--- src/rtl/mmind_input_cond.sv ---
// mmind_input_cond: board input conditioning in front of mmind.
// Two pushbuttons are synchronised, debounced by independent 4-state FSMs and
// turned into single-cycle press pulses. setans_btn and guess_btn are never
// high together; a coincident guess press is deferred by one cycle.
// The slide switches get a 2-flop synchroniser when MMIND_SW_SYNC_EN is
// defined, otherwise a single register stage.
//
// Debounce FSM (one per button)
//   state        | meaning
//   IDLE         | button released and stable
//   PRESS_WAIT   | sync high, counting stable-high cycles
//   HELD         | press accepted, event already issued
//   RELEASE_WAIT | sync low, counting stable-low cycles
module mmind_input_cond #(
    parameter int DB_CYCLES = 500000,
    parameter int CNT_W     = 20
) (
    input  logic       clk,
    input  logic       reset,
    input  logic       setans_raw,
    input  logic       guess_raw,
    input  logic [7:0] switches_raw,
    output logic       setans_btn,
    output logic       guess_btn,
    output logic [7:0] switches
);

    localparam logic [1:0] ST_IDLE         = 2'd0;
    localparam logic [1:0] ST_PRESS_WAIT   = 2'd1;
    localparam logic [1:0] ST_HELD         = 2'd2;
    localparam logic [1:0] ST_RELEASE_WAIT = 2'd3;

    localparam logic [CNT_W-1:0] CNT_LAST = CNT_W'(DB_CYCLES - 1);

    // bit 0 = set-answer button, bit 1 = guess button
    logic [1:0]            btn_meta_q;
    logic [1:0]            btn_sync_q;
    logic [1:0][1:0]       state_q, state_d;
    logic [1:0][CNT_W-1:0] cnt_q, cnt_d;
    logic [1:0]            event_d;

    logic setans_btn_q, setans_btn_d;
    logic guess_btn_q, guess_btn_d;
    logic guess_pend_q, guess_pend_d;
    logic guess_want;

    // Two-flop synchroniser for both buttons
    always_ff @(posedge clk) begin
        if (reset) begin
            btn_meta_q <= 2'b00;
            btn_sync_q <= 2'b00;
        end else begin
            btn_meta_q <= {guess_raw, setans_raw};
            btn_sync_q <= btn_meta_q;
        end
    end

    // Debounce next-state logic; every counting state exits at CNT_LAST so cnt never wraps
    always_comb begin
        state_d = state_q;
        cnt_d   = cnt_q;
        event_d = 2'b00;
        for (int b = 0; b < 2; b++) begin
            case (state_q[b])
                ST_IDLE: begin
                    if (btn_sync_q[b]) begin
                        state_d[b] = ST_PRESS_WAIT;
                        cnt_d[b]   = '0;
                    end
                end
                ST_PRESS_WAIT: begin
                    if (!btn_sync_q[b]) begin
                        state_d[b] = ST_IDLE;
                        cnt_d[b]   = '0;
                    end else if (cnt_q[b] == CNT_LAST) begin
                        state_d[b] = ST_HELD;
                        event_d[b] = 1'b1;
                    end else begin
                        cnt_d[b] = cnt_q[b] + 1'b1;
                    end
                end
                ST_HELD: begin
                    if (!btn_sync_q[b]) begin
                        state_d[b] = ST_RELEASE_WAIT;
                        cnt_d[b]   = '0;
                    end
                end
                default: begin
                    // a high blip while releasing is bounce: back to HELD, no event
                    if (btn_sync_q[b]) begin
                        state_d[b] = ST_HELD;
                    end else if (cnt_q[b] == CNT_LAST) begin
                        state_d[b] = ST_IDLE;
                    end else begin
                        cnt_d[b] = cnt_q[b] + 1'b1;
                    end
                end
            endcase
        end
    end

    // Debounce state and counter registers
    always_ff @(posedge clk) begin
        if (reset) begin
            state_q <= {ST_IDLE, ST_IDLE};
            cnt_q   <= '0;
        end else begin
            state_q <= state_d;
            cnt_q   <= cnt_d;
        end
    end

    // Arbitration: set-answer wins a tie, the guess is held for exactly one cycle
    always_comb begin
        guess_want   = event_d[1] | guess_pend_q;
        setans_btn_d = event_d[0];
        guess_btn_d  = guess_want & ~event_d[0];
        guess_pend_d = guess_want & event_d[0];
    end

    // Registered pulse outputs and pending-guess flag
    always_ff @(posedge clk) begin
        if (reset) begin
            setans_btn_q <= 1'b0;
            guess_btn_q  <= 1'b0;
            guess_pend_q <= 1'b0;
        end else begin
            setans_btn_q <= setans_btn_d;
            guess_btn_q  <= guess_btn_d;
            guess_pend_q <= guess_pend_d;
        end
    end

    assign setans_btn = setans_btn_q;
    assign guess_btn  = guess_btn_q;

`ifdef MMIND_SW_SYNC_EN
    logic [7:0] sw_meta_q;
    logic [7:0] sw_q;

    // Two-flop synchroniser on the slide switches
    always_ff @(posedge clk) begin
        if (reset) begin
            sw_meta_q <= 8'h00;
            sw_q      <= 8'h00;
        end else begin
            sw_meta_q <= switches_raw;
            sw_q      <= sw_meta_q;
        end
    end
`else
    logic [7:0] sw_q;

    // Single register stage; only safe for quasi-static switches
    always_ff @(posedge clk) begin
        if (reset) begin
            sw_q <= 8'h00;
        end else begin
            sw_q <= switches_raw;
        end
    end
`endif

    assign switches = sw_q;

endmodule

--- config.mk ---
export PLATFORM = sky130hd
export DESIGN_NAME = mmind_input_cond
export DESIGN_NICKNAME = d
export VERILOG_FILES = /design/src/rtl/mmind_input_cond.sv
export SDC_FILE = /design/constraint.sdc
export NUM_CORES = 1
export LEC_CHECK = 0
export ABC_AREA = 1
export CELL_PAD_IN_SITES_DETAIL_PLACEMENT = 0
export CELL_PAD_IN_SITES_GLOBAL_PLACEMENT = 1
export CORE_ASPECT_RATIO = 1.5
export CORE_MARGIN = 5
export CORE_UTILIZATION = 42
export DETAILED_ROUTE_END_ITERATION = 10
export GPL_ROUTABILITY_DRIVEN = 0
export PLACE_DENSITY = 0.79
export SLEW_MARGIN = 10
export SYNTH_ARGS = -nofsm -noshare
export SYNTH_HDL_FRONTEND = slang
export SYNTH_SLANG_ARGS = --single-unit
--- constraint.sdc ---
create_clock -name clk -period 2.3 [get_ports clk]
set_input_delay 0.23 -clock clk [delete_from_list [all_inputs] [get_ports clk]]
set_output_delay 0.23 -clock clk [all_outputs]
set_load 0.02 [all_outputs]
* Word level (Yosys, flattened, before mapping)
Cells that the tools add are included.
W data, S select, Z words.
** Storage, ports and cells
- Register bits after elaboration :: 59
- Bits in latches :: 0
- RAM bits :: 0
- Bits in read-only memories :: 0
- Output and inout bits :: 10
- Memories kept :: 0
** Cells by class
- Add/sub/neg operators :: 2
- Multiply operators :: 0
- Divide/modulo/power cells :: 0
- $lt $le $gt $ge :: 0
- Equality and inequality tests :: 14
- Shift-type cells :: 0
- Muxes and demuxes :: 32
- Bitwise logic cells :: 4
- Reduce and logical (&&, ||, !) cells :: 8
** Operators by type and width (count)
- $mux W20 :: 10
- $pmux W20 S3 :: 2
- $add A20 B1 Y20 const B :: 2
- $eq A20 B19 Y1 const B :: 2
- $mux W2 :: 12
- $pmux W2 S3 :: 2
- $ne A2 B2 Y1 const B :: 4
- $reduce_and A4 Y1 :: 2
- $reduce_bool A4 Y1 :: 2
- $mux W1 :: 6
- $ne A3 B1 Y1 const B :: 2
- $ne A3 B3 Y1 const B :: 2
- $reduce_and A3 Y1 :: 2
- $eq A2 B1 Y1 const B :: 2
- $eq A2 B2 Y1 const B :: 2
- $logic_not A2 Y1 :: 2
- $and A1 B1 Y1 :: 2
- $not A1 Y1 :: 1
- $or A1 B1 Y1 :: 1

* Depth between registers and ports, before layout
- Depth in word-level cells :: 6
- Depth in mapped cells :: 13
- Mapped depth without buffers :: 12

* Worst setup path after synthesis
OpenSTA, ideal clock, no wires.
- Path type :: reg-to-reg
- Start :: register state_q[0] in the netlist's numbering
- End :: register cnt_q[8] in the netlist's numbering
- Library setup time :: 0.115 ns
- Arrival :: 1.503 ns
- Data required time :: 2.185 ns
- Path slack :: 0.682 ns
- Stages on the path, launching flop included :: 11
- Buffers on the path :: 1
- Period minus slack after synthesis :: 1.618 ns
- Cell sequence :: dfxtp_1 > inv_1 > ha_1 > or2_1 > nand2_1 > buf_4 > nand3_2 > nor2_1 > nand3_1 > nand2_1 > nor2_1
** Between the ends
- Word-level cells in the longest chain between the ends :: 3
** Ends and longest elaborated chain
- from (decl) :: line 38 : logic [1:0][1:0] state_q, state_d;
- from (signal assigned) :: line 105 : state_q <= {ST_IDLE, ST_IDLE};
- from (signal assigned) :: line 108 : state_q <= state_d;
- $eq A2 B1 Y1, or another cell as far along :: line 64 : case (state_q[b])
- $ne A3 B1 Y1 (no line) or $ne A2 B2 Y1 (tied branches)
- $reduce_and A3 Y1 (no line)
- to (signal assigned) :: line 109 : cnt_q <= cnt_d;
- to (decl) :: line 39 : logic [1:0][CNT_W-1:0] cnt_q, cnt_d;
Parallel ways exist; a longest one is shown, timed or not.
A chain may end at the register's enable or synchronous reset.

* Worst setup path after layout
Ends and elaborated chain as after synthesis.

==> run metrics <==
status finished, final reports clean; # Post-CTS Setup Buffers 0; register-to-register setup slack 0.33 ns; final worst slack 0.332 ns; cell internal pwr 1.90 mW; gr busiest metal met2; WHS Path Cells 3; worst hold path class in2reg; end point of the critical path cnt_q[8]; ys flop type dfxtp_1; clk_lat worst skew 0.35 ns; Tcrit/Tclk final 85.6%; fraction of registers with async set/reset 0%; Worst Path Max Fanout 7; Flop pwr share 43.7%; Fmax 0.508 GHz; setup violators final 0; Ports 22; global-route wire length before repair 11.9 mm; Fin Clk Skew 0.00789 ns; RSZ-0062 raised after global routing false; total track usage 16.7%; type of origin of the critical path register; DP Worst Slack 0.351 ns; Die Height 114 um; Psw 495 uW; M3 GR Usage 4.02%; Seq cells post-synth 59; Worst Path Arrival 2.22 ns; TritonRoute pass-1 iters 4; Core Util, Final 50.4%; vias in the first global route 2688; Ant. Diodes 0; Tmin final 1.97 ns; Slew HR 75.0%; GR Util met1 16.4%; Inserted Clock Buffers 9; WP data required 2.55 ns; syn nets 463; CP Capture Type register; maximum root-to-sink buffer count 2; Clk network pwr share 51.0%; Worst setup startpoint state_q[0]; DP HPWL 5.17 mm; power per cell area 667 nW/um^2; reg2reg end cnt_q[8]; Slew Limit Fails 0; final setup TNS 0 ns; clock sinks 59; Post-Route WL 6.75 mm; Core Footprint 7130 sq um; maxcap violations 0; hold-fix buffers at CTS 0; worst r2r src state_q[0]; Antenna Nets Post-Route 0; Post-synth EDFFs 0; Synth Area per Inst 6.90 sq um; layout cells sized above 1 9.49%; Yosys cell types 34; num rows 38; Die Width 79.5 um; combined area of the multi-input logic cells 1570 sq um; Syn Inst Count 441; vias per cell 5.02; FF+latch area 1180 sq um; vias post-DR 2780; port bufs 21; critical path class reg2reg; CTS tree yes; number of warnings issued by yosys 0; Worst Max-Slew Pin Slew 0.374 ns; commonest non-fill, non-tap cell in the layout nand2_1; grt met2 use 31.5%; fin nets 491; initial drt markers 115; maximum vdd drop 0.464 mV; largest net degree at the start of global routing 24; DRC Markers 0; R2R depth 10; die footprint 9080 sq um; Lkg Pwr 1.42 nW; Syn Std Cell Area 3040 sq um; Seq/Total Area, Yosys 38.8%; final hold violations 0; initial antenna violation count 0; commonest non-fill, non-tap cells in the layout nand2_1 (77), nor2_1 (71), inv_1 (61); clk root buf clkbuf_8; CTS H-tree depth 3; Comb pwr share 5.3%; WL per Instance 12.2 um; GRT Residual Overflow 0; initial cell density of the core 42.6%; Area Growth Syn to Fin 18.1%; fill count 740; Worst-path clk slew 0.07 ns; quantity of gates resized following cts 0; Sw Ratio 20.7%
## cells by family after synthesis
logic type | Yosys count | share of synthesized area, %
XOR/XNOR | 4 | 1.15
AO/OA/AOI/OAI | 69 | 11.6
flip-flops | 59 | 38.8
buffers and inverters | 72 | 9.54
adder cells (fa/ha/maj) | 10 | 4.11
AND/OR/NAND/NOR | 227 | 34.8
## how the worst min path moves through the flow
stage | slack [ns] | endpoint | start
3_3_place_gp | 0.39 | btn_sync_q[1] | btn_meta_q[1]
4_1_cts | 0.38 | btn_meta_q[0] | setans_raw
5_1_grt | 0.39 | switches[5] | switches_raw[5]
3_5_place_dp | 0.40 | btn_sync_q[1] | btn_meta_q[1]
6_report | 0.39 | btn_meta_q[0] | setans_raw
2_1_floorplan | 0.30 | cnt_q[19] | reset
## power groups by stage
| stage | Clock [mW] | Sequential [mW] | Combinational, mW |
|---|---|---|---|
| detailed placement | 0 | 1.07 | 0.129 |
| global route | 1.31 | 1.05 | 0.142 |
| CTS | 1.26 | 1.05 | 0.129 |
| floorplan | 0 | 1.08 | 0.0675 |
| finish | 1.22 | 1.05 | 0.127 |
| global placement | 0 | 1.07 | 0.127 |
## critical path: stages (launching register included)
cell     delay (ns)
dfxtp_1        0.41
inv_1          0.09
ha_1           0.23
or2_1          0.22
nand2_1        0.22
buf_4          0.20
nand3_2        0.10
nor2_1         0.19
nand3_1        0.09
nand2_1        0.07
nor2_1         0.04
## state kept, by name, indices dropped and copies added, names as in the netlist, named ones only
signal,count
guess_btn,1
state_q,2
btn_sync_q,2
btn_meta_q,2
setans_btn,1
switches,8
guess_pend_q,1
cnt_q,40
## cell usage after synthesis (2+ instances only)
library cell,instances,area share [%]
nand2_1,77,9.5
buf_4,2,0.49
o21ai_1,7,1.2
o21ai_0,23,3.8
nand2_2,4,0.82
inv_2,3,0.37
nand4_1,10,2.1
nand3_1,33,5.4
nand3b_1,2,0.49
nor2_2,5,1.0
ha_1,10,4.1
a21oi_1,36,5.9
nand3_2,5,1.6
nor2_1,71,8.8
nor3_2,3,0.99
inv_1,61,7.5
clkbuf_1,2,0.25
dfxtp_1,59,39
a211oi_1,2,0.49
xor2_1,3,0.86
buf_2,2,0.33
nor3_1,9,1.5
## cell type report
type	instances	area share [%]
flip-flops and latches	59	32.9
multi-input cells	310	43.7
inverters	65	6.86
well taps	80	2.79
clock inverters	4	2.65
clock buffers	12	4.60
repair buffers	24	6.48
## through the flow
stage / std cells / hold WS [ns] / instance area (sq um) / power, mW
2_1_floorplan: 441 / 0.299 / 3040 / 1.15
3_3_place_gp: 538 / 0.392 / 3330 / 1.20
3_5_place_dp: 538 / 0.399 / 3330 / 1.20
4_1_cts: 554 / 0.378 / 3590 / 2.43
5_1_grt: 554 / 0.394 / 3590 / 2.50
6_report: 554 / 0.395 / 3590 / 2.39
## routing by layer
layer / vias to the layer above / share of wire [%] / wire [um]
met3: 12 / 2.5 / 168
met2: 30 / 54 / 3640
li1: 1474 / - / -
met4: 0 / 2.8 / 192
met1: 1264 / 41 / 2750
met5: - / 0 / 0
Power figures use the tool's default switching activity.
